<file path="src/rtl/free_list.sv">
// free_list: circular FIFO of free physical register tags for rename.
// Hands out pd_new from the head, reclaims retired tags at the tail, and
// keeps one checkpoint of the head pointer so a mispredict returns every
// speculatively allocated tag in a single cycle.
// Optional feature macro: FREE_LIST_BYPASS_EN (free-to-alloc bypass at empty).
module free_list #(
    parameter int NUM_ARCH = 32,
    parameter int NUM_PHYS = 128,
    parameter int DEPTH    = NUM_PHYS - NUM_ARCH
) (
    input  logic                         clk,
    input  logic                         reset,
    input  logic                         alloc_req,
    output logic                         alloc_gnt,
    output logic [$clog2(NUM_PHYS)-1:0]  pd_new,
    output logic                         empty,
    input  logic                         free_en,
    input  logic [$clog2(NUM_PHYS)-1:0]  free_pd,
    input  logic                         ckpt_take,
    input  logic                         mispredict,
    output logic [$clog2(DEPTH+1)-1:0]   count,
    output logic                         overflow_err
);

    localparam int TAG_W = $clog2(NUM_PHYS);
    localparam int CNT_W = $clog2(DEPTH + 1);
    localparam int PTR_W = (DEPTH > 1) ? $clog2(DEPTH) : 1;

    localparam logic [CNT_W-1:0] DEPTH_C  = CNT_W'(DEPTH);
    localparam logic [CNT_W:0]   DEPTH_W  = (CNT_W + 1)'(DEPTH);
    localparam logic [PTR_W-1:0] LAST_PTR = PTR_W'(DEPTH - 1);

    // Storage and architectural state
    logic [TAG_W-1:0] mem [DEPTH];
    logic [PTR_W-1:0] head;
    logic [PTR_W-1:0] tail;
    logic [PTR_W-1:0] ckpt_head;
    logic [CNT_W-1:0] alloc_since_ckpt;

    // Decoded per-cycle events
    logic free_ok;
    logic free_drop;
    logic bypass_avail;
    logic bypass_take;
    logic fifo_alloc;
    logic fifo_free;

    // Next-state values
    logic [PTR_W-1:0] head_next;
    logic [PTR_W-1:0] tail_next;
    logic [PTR_W-1:0] ckpt_next;
    logic [CNT_W-1:0] since_next;
    logic [CNT_W-1:0] count_next;
    logic [CNT_W:0]   restore_sum;

    // Pointers wrap at DEPTH-1, so DEPTH need not be a power of two
    function automatic logic [PTR_W-1:0] next_ptr(input logic [PTR_W-1:0] p);
        return (p == LAST_PTR) ? '0 : p + 1'b1;
    endfunction

    // Decode alloc/free acceptance and drive the combinational outputs
    always_comb begin
        empty     = (count == '0);
        free_ok   = free_en && (free_pd != '0) && (count < DEPTH_C);
        free_drop = free_en && (free_pd != '0) && (count >= DEPTH_C);
`ifdef FREE_LIST_BYPASS_EN
        bypass_avail = empty && free_ok;
`else
        bypass_avail = 1'b0;
`endif
        alloc_gnt   = alloc_req && !mispredict && (!empty || bypass_avail);
        bypass_take = bypass_avail && alloc_gnt;
        pd_new      = bypass_avail ? free_pd : mem[head];
        // A bypassed tag never enters the FIFO, so neither pointer moves
        fifo_alloc  = alloc_gnt && !bypass_take;
        fifo_free   = free_ok && !bypass_take;
    end

    // Compute pointer, count and checkpoint updates for this cycle
    always_comb begin
        head_next   = head;
        tail_next   = tail;
        ckpt_next   = ckpt_head;
        since_next  = alloc_since_ckpt;
        count_next  = count;
        restore_sum = {1'b0, count} + {1'b0, alloc_since_ckpt}
                    + (CNT_W + 1)'(fifo_free);

        if (fifo_free) begin
            tail_next = next_ptr(tail);
        end

        if (mispredict) begin
            // Rewind head; tags handed out since the checkpoint become free again
            head_next  = ckpt_head;
            since_next = '0;
            count_next = (restore_sum > DEPTH_W) ? DEPTH_C : restore_sum[CNT_W-1:0];
        end else begin
            if (fifo_alloc) begin
                head_next = next_ptr(head);
            end
            case ({fifo_alloc, fifo_free})
                2'b10:   count_next = count - 1'b1;
                2'b01:   count_next = count + 1'b1;
                default: count_next = count;
            endcase
            if (ckpt_take) begin
                ckpt_next  = head_next;
                since_next = '0;
            end else if (fifo_alloc && (alloc_since_ckpt != DEPTH_C)) begin
                // Bypassed tags are not counted: head never passed them
                since_next = alloc_since_ckpt + 1'b1;
            end
        end
    end

    // Register pointers, count, checkpoint and the sticky overflow flag
    always_ff @(posedge clk) begin
        if (!reset) begin
            head             <= '0;
            tail             <= '0;
            ckpt_head        <= '0;
            alloc_since_ckpt <= '0;
            count            <= DEPTH_C;
            overflow_err     <= 1'b0;
        end else begin
            head             <= head_next;
            tail             <= tail_next;
            ckpt_head        <= ckpt_next;
            alloc_since_ckpt <= since_next;
            count            <= count_next;
            overflow_err     <= overflow_err | free_drop;
        end
    end

    // Tag storage: loaded with the unmapped tags at reset, written at the tail
    always_ff @(posedge clk) begin
        if (!reset) begin
            for (int unsigned i = 0; i < DEPTH; i++) begin
                mem[i] <= TAG_W'(NUM_ARCH + i);
            end
        end else if (fifo_free) begin
            mem[tail] <= free_pd;
        end
    end

endmodule

</file>
<file path="config.mk">
export PLATFORM = sky130hd
export DESIGN_NAME = free_list
export DESIGN_NICKNAME = d
export VERILOG_FILES = /design/src/rtl/free_list.sv
export SDC_FILE = /design/constraint.sdc
export NUM_CORES = 2
export LEC_CHECK = 0
export BUFFER_PORTS_ARGS = -buffer_cell sky130_fd_sc_hd__clkbuf_2
export CAP_MARGIN = 0
export CORE_MARGIN = 8
export CORE_UTILIZATION = 30
export CTS_CLUSTER_DIAMETER = 120
export DETAILED_ROUTE_END_ITERATION = 7
export GPL_TIMING_DRIVEN = 1
export MAX_ROUTING_LAYER = met4
export PLACE_DENSITY = 0.45
export SLEW_MARGIN = 20
export SYNTH_ARGS = -nofsm -noshare
export SYNTH_HDL_FRONTEND = slang
export SYNTH_SLANG_ARGS = --single-unit
export TNS_END_PERCENT = 5
</file>
<file path="constraint.sdc">
create_clock -name clk -period 6.1 [get_ports clk]
set_input_delay 0.305 -clock clk [delete_from_list [all_inputs] [get_ports clk]]
set_output_delay 0.305 -clock clk [all_outputs]
set_load 0.05 [all_outputs]
</file>
==> reports/qor.txt <==
========================================================================================
Status                                                                      complete, no violations
Initial cell density of the core                                                   30.1%
Clock slew at reported path FFs                                                  0.06 ns
Area enclosed by the die boundary                                             152000 um2
Routed length per instance                                                       29.5 um
Area growth syn-to-layout                                                          14.3%
Hold Worst Slack                                                               0.0503 ns
Switching pwr                                                                    3.63 mW
Count of endpoints failing hold in the final timing report                             0
Die height                                                                        390 um
Type of origin of the critical path                                            flip-flop
Std cell rows                                                                        137
I/O pins                                                                              30
Peak Freq                                                                        200 MHz
Largest incremental delay on the critical path                                   0.71 ns
Arrival time worst endpoint                                                      4.69 ns
Seq/Total Area, Yosys                                                              65.9%
Mapped Cells                                                                        2885
Antenna violation net count after detailed routing                                     0
Largest clock skew in the final design                                         0.0291 ns
Via count of the first global-routing pass                                         26535
Post-synth ARST share                                                                 0%
Number of buffers inserted to repair setup after CTS                                   0
Number of DRC violations after detailed routing                                        0
GPL Wtd Cong                                                                       0.859
Family with the most delay on the worst path                                compound AO/OA/AOI/OAI gates
Fin crit share                                                                     82.0%
Crit path buf inv count                                                                3
Number of buffers added to fix hold violations after cts                               0
Resize count post-CTS                                                                  0
Final routed wirelength across all metal layers                                   143 mm
Nets                                                                                2922
Total negative setup slack                                                          0 ns
Total of buffers placed on input and output ports                                     29
Vias per std cell                                                                   5.38
Antenna violations before repair                                                       5
Syn. warnings                                                                          0
Maximum fanout along the worst path                                                   31
Switching share of total power                                                     24.3%
Unrepaired setup endpoints after global routing                                       no
Cts bufs inserted                                                                     99
Leakage dissipation                                                              15.2 nW
Count of different cell masters after synthesis                                       62
Reported max-cap violation count                                                       0
CP max-delay cell                                                           sky130_fd_sc_hd__dfxtp_4
Number of search-and-repair iterations in the first detailed-routing pass              5
Post-Synthesis Mean Instance Area                                               14.5 um2
Clk buf depth                                                                          3
Cell depth of the worst hold path                                                      3
Fraction of power consumed by sequential logic                                     48.8%
Overflow left after global routing                                                     0
Count of pins over their slew limit                                                    0
Routed vias                                                                        26111
Root cell of the clock tree                                                 sky130_fd_sc_hd__clkbuf_16
Path depth of the worst reg2reg path                                                   6
First-iteration detailed-routing DRC count                                          2845
Final period demand of the worst path                                            5.00 ns
Cell area after synthesis                                                      41900 um2
Measured slew at the worst slew-check pin                                        1.13 ns
Cell Pwr Density                                                              312 nW/um2
Number of nets in the synthesized netlist                                           2916
Tightest slew margin relative to the limit                                         23.6%
Category of the worst setup path capture point                               output port
Layout cell share with drive strength beyond 1                                     19.9%
Power Internal                                                                   11.3 mW
All-Layer GR Usage                                                                 18.9%
TritonCTS clock tree                                                               built
Clock network latency to the later pin of the worst-skew pair                    0.71 ns
First-pass GRT wire length                                                        203 mm
Horizontal extent of the die                                                      390 um
Crit path depth                                                                        9
Highest ir drop seen on vdd                                                     0.187 mV
Min-Delay Path Class                                                           in -> reg
Num Clock Sinks                                                                      932
Number of enable-type register cells in the synthesized netlist                      896
H-tree depth                                                                           3
Maximum number of pins on one net before global-route repair                          78
Final setup viols                                                                      0
Cell Chain, Critical Path                                                   buf_12, buf_12, mux4_2, a22o_1, a2111oi_0, a21oi_1, a31oi_1, a31oi_1, clkbuf_2
Part of the total power dissipated in the clock network                            42.1%
DP HPWL                                                                          89.8 mm
Data required time of the worst path                                             5.79 ns
Total of flip-flops plus latches after synthesis                                     932
Crit path kind                                                                reg -> out
Standard cell core area                                                       139000 um2
Combinational share of power                                                        9.1%
Dominant synthesized flop cell                                              sky130_fd_sc_hd__edfxtp_1
========================================================================================
-- cell type report --
class	count	area (um2)
Fill cell	13287	91100
Sequential cell	932	27600
Multi-Input combinational cell	1664	13100
Clock buffer	114	2550
Tap cell	1876	2350
Timing Repair Buffer	179	1420
Clock inverter	69	778
Inverter	15	56.3
Antenna cell	3	7.51
-- per-stage QoR --
step                area, um2  utilization [%]  instances  setup slack, ns  total power, mW
floorplan               41900                -       2885             2.61             8.24
global placement        44600             32.1       4666             1.40             8.80
detailed placement      44600             32.1       4666             1.51             8.81
CTS                     47900             34.5       4849             1.08             15.1
global route            47900             34.5       4849            0.926             15.4
finish                  47900             34.5       4852             1.10             15.0
-- final timing paths --
check / startpoint / endpoint / slack, ns
max: head[0] / pd_new[1] / 1.10
min: ckpt_take / alloc_since_ckpt[1] / 0.05
max reg2reg: count[6] / mem[0][3] / 2.20
min reg2reg: overflow_err / overflow_err / 0.49
-- sequential cells by signal, indices dropped and copies added, names as in the netlist --
| name | flops |
|---|---|
| mem | 896 |
| alloc_since_ckpt | 7 |
| ckpt_head | 7 |
| count | 7 |
| head | 7 |
| tail | 7 |
| overflow_err | 1 |
-- cell usage after synthesis, types with 4 or more instances --
cell type	number	share of area, %
sky130_fd_sc_hd__clkbuf_1	187	1.7
sky130_fd_sc_hd__dfxtp_1	36	1.7
sky130_fd_sc_hd__nand2b_1	8	0.12
sky130_fd_sc_hd__a21oi_1	42	0.50
sky130_fd_sc_hd__and3_1	183	2.7
sky130_fd_sc_hd__o22ai_1	13	0.19
sky130_fd_sc_hd__a22oi_1	13	0.23
sky130_fd_sc_hd__buf_4	23	0.41
sky130_fd_sc_hd__a21boi_0	7	0.13
sky130_fd_sc_hd__buf_6	6	0.16
sky130_fd_sc_hd__nand4_1	5	0.075
sky130_fd_sc_hd__a2111oi_0	4	0.084
sky130_fd_sc_hd__edfxtp_1	896	64
sky130_fd_sc_hd__a32oi_1	4	0.084
sky130_fd_sc_hd__a31oi_1	10	0.15
sky130_fd_sc_hd__xor2_1	11	0.23
sky130_fd_sc_hd__mux4_2	202	11
sky130_fd_sc_hd__a311oi_1	4	0.084
sky130_fd_sc_hd__ha_1	15	0.45
sky130_fd_sc_hd__nor3_1	18	0.21
sky130_fd_sc_hd__buf_2	51	0.61
sky130_fd_sc_hd__o221ai_1	9	0.19
sky130_fd_sc_hd__nand2_1	291	2.6
sky130_fd_sc_hd__a22o_1	4	0.084
sky130_fd_sc_hd__buf_1	7	0.063
sky130_fd_sc_hd__inv_1	14	0.13
sky130_fd_sc_hd__a21o_1	5	0.090
sky130_fd_sc_hd__and2_1	4	0.060
sky130_fd_sc_hd__o21ai_0	129	1.5
sky130_fd_sc_hd__nor2b_1	19	0.28
sky130_fd_sc_hd__or3_1	170	2.5
sky130_fd_sc_hd__a211oi_1	23	0.41
sky130_fd_sc_hd__nand3_1	27	0.32
sky130_fd_sc_hd__mux2_2	21	0.56
sky130_fd_sc_hd__nor2_1	252	2.3
sky130_fd_sc_hd__nor4_1	4	0.060
sky130_fd_sc_hd__mux2i_1	114	2.7
sky130_fd_sc_hd__xnor2_1	10	0.21
-- metal layers --
metal / GRT usage, % / up-vias / wire length, um
li1: - / 11084 / -
met4: 5.39 / 0 / 3910
met5: - / - / 0
met1: 25.0 / 13915 / 62000
met3: 2.44 / 199 / 7880
met2: 30.6 / 913 / 69100
-- logic make-up after synthesis --
| group | count (synthesis) | share of synthesized area, % |
|---|---|---|
| mux | 337 | 14.1 |
| simple gates | 994 | 11.5 |
| compound gates | 294 | 4.35 |
| xor+xnor | 21 | 0.439 |
| fa+ha+maj | 18 | 0.591 |
| flops | 932 | 65.9 |
| buf+inv | 289 | 3.05 |
-- power by group through the flow --
stage                     combinational (mW)  clock, mW  sequential (mW)
final                                   1.36       6.29             7.30
after CTS                               1.37       6.38             7.31
after detailed placement                1.37          0             7.44
after floorplan                        0.829          0             7.41
after global routing                    1.44       6.60             7.32
after global placement                  1.36          0             7.44
-- worst register-to-register path, cell delays in order (launching register included) --
cell and delay, ns:
sky130_fd_sc_hd__dfxtp_1 0.39, sky130_fd_sc_hd__nand2_1 0.20, sky130_fd_sc_hd__o211ai_4 0.23, sky130_fd_sc_hd__or3_1 0.58
sky130_fd_sc_hd__or3_2 0.80, sky130_fd_sc_hd__buf_4 0.40, sky130_fd_sc_hd__o21ai_0 0.94
-- cells in the final DEF, fill, tap and decap left out, drive strengths merged, types with 15 or more instances in the layout --
cell type  instances
nand3             27
clkbuf           135
nand2            291
inv               16
edfxtp           896
a21oi             42
buf              158
mux4             202
ha                15
bufinv            15
clkinv            48
and3             183
a211oi            23
mux2              21
o21ai            129
or3              170
nor3              18
nor2             252
nor2b             19
mux2i            114
dfxtp             36
No activity file was read; power rests on OpenSTA's default activity.
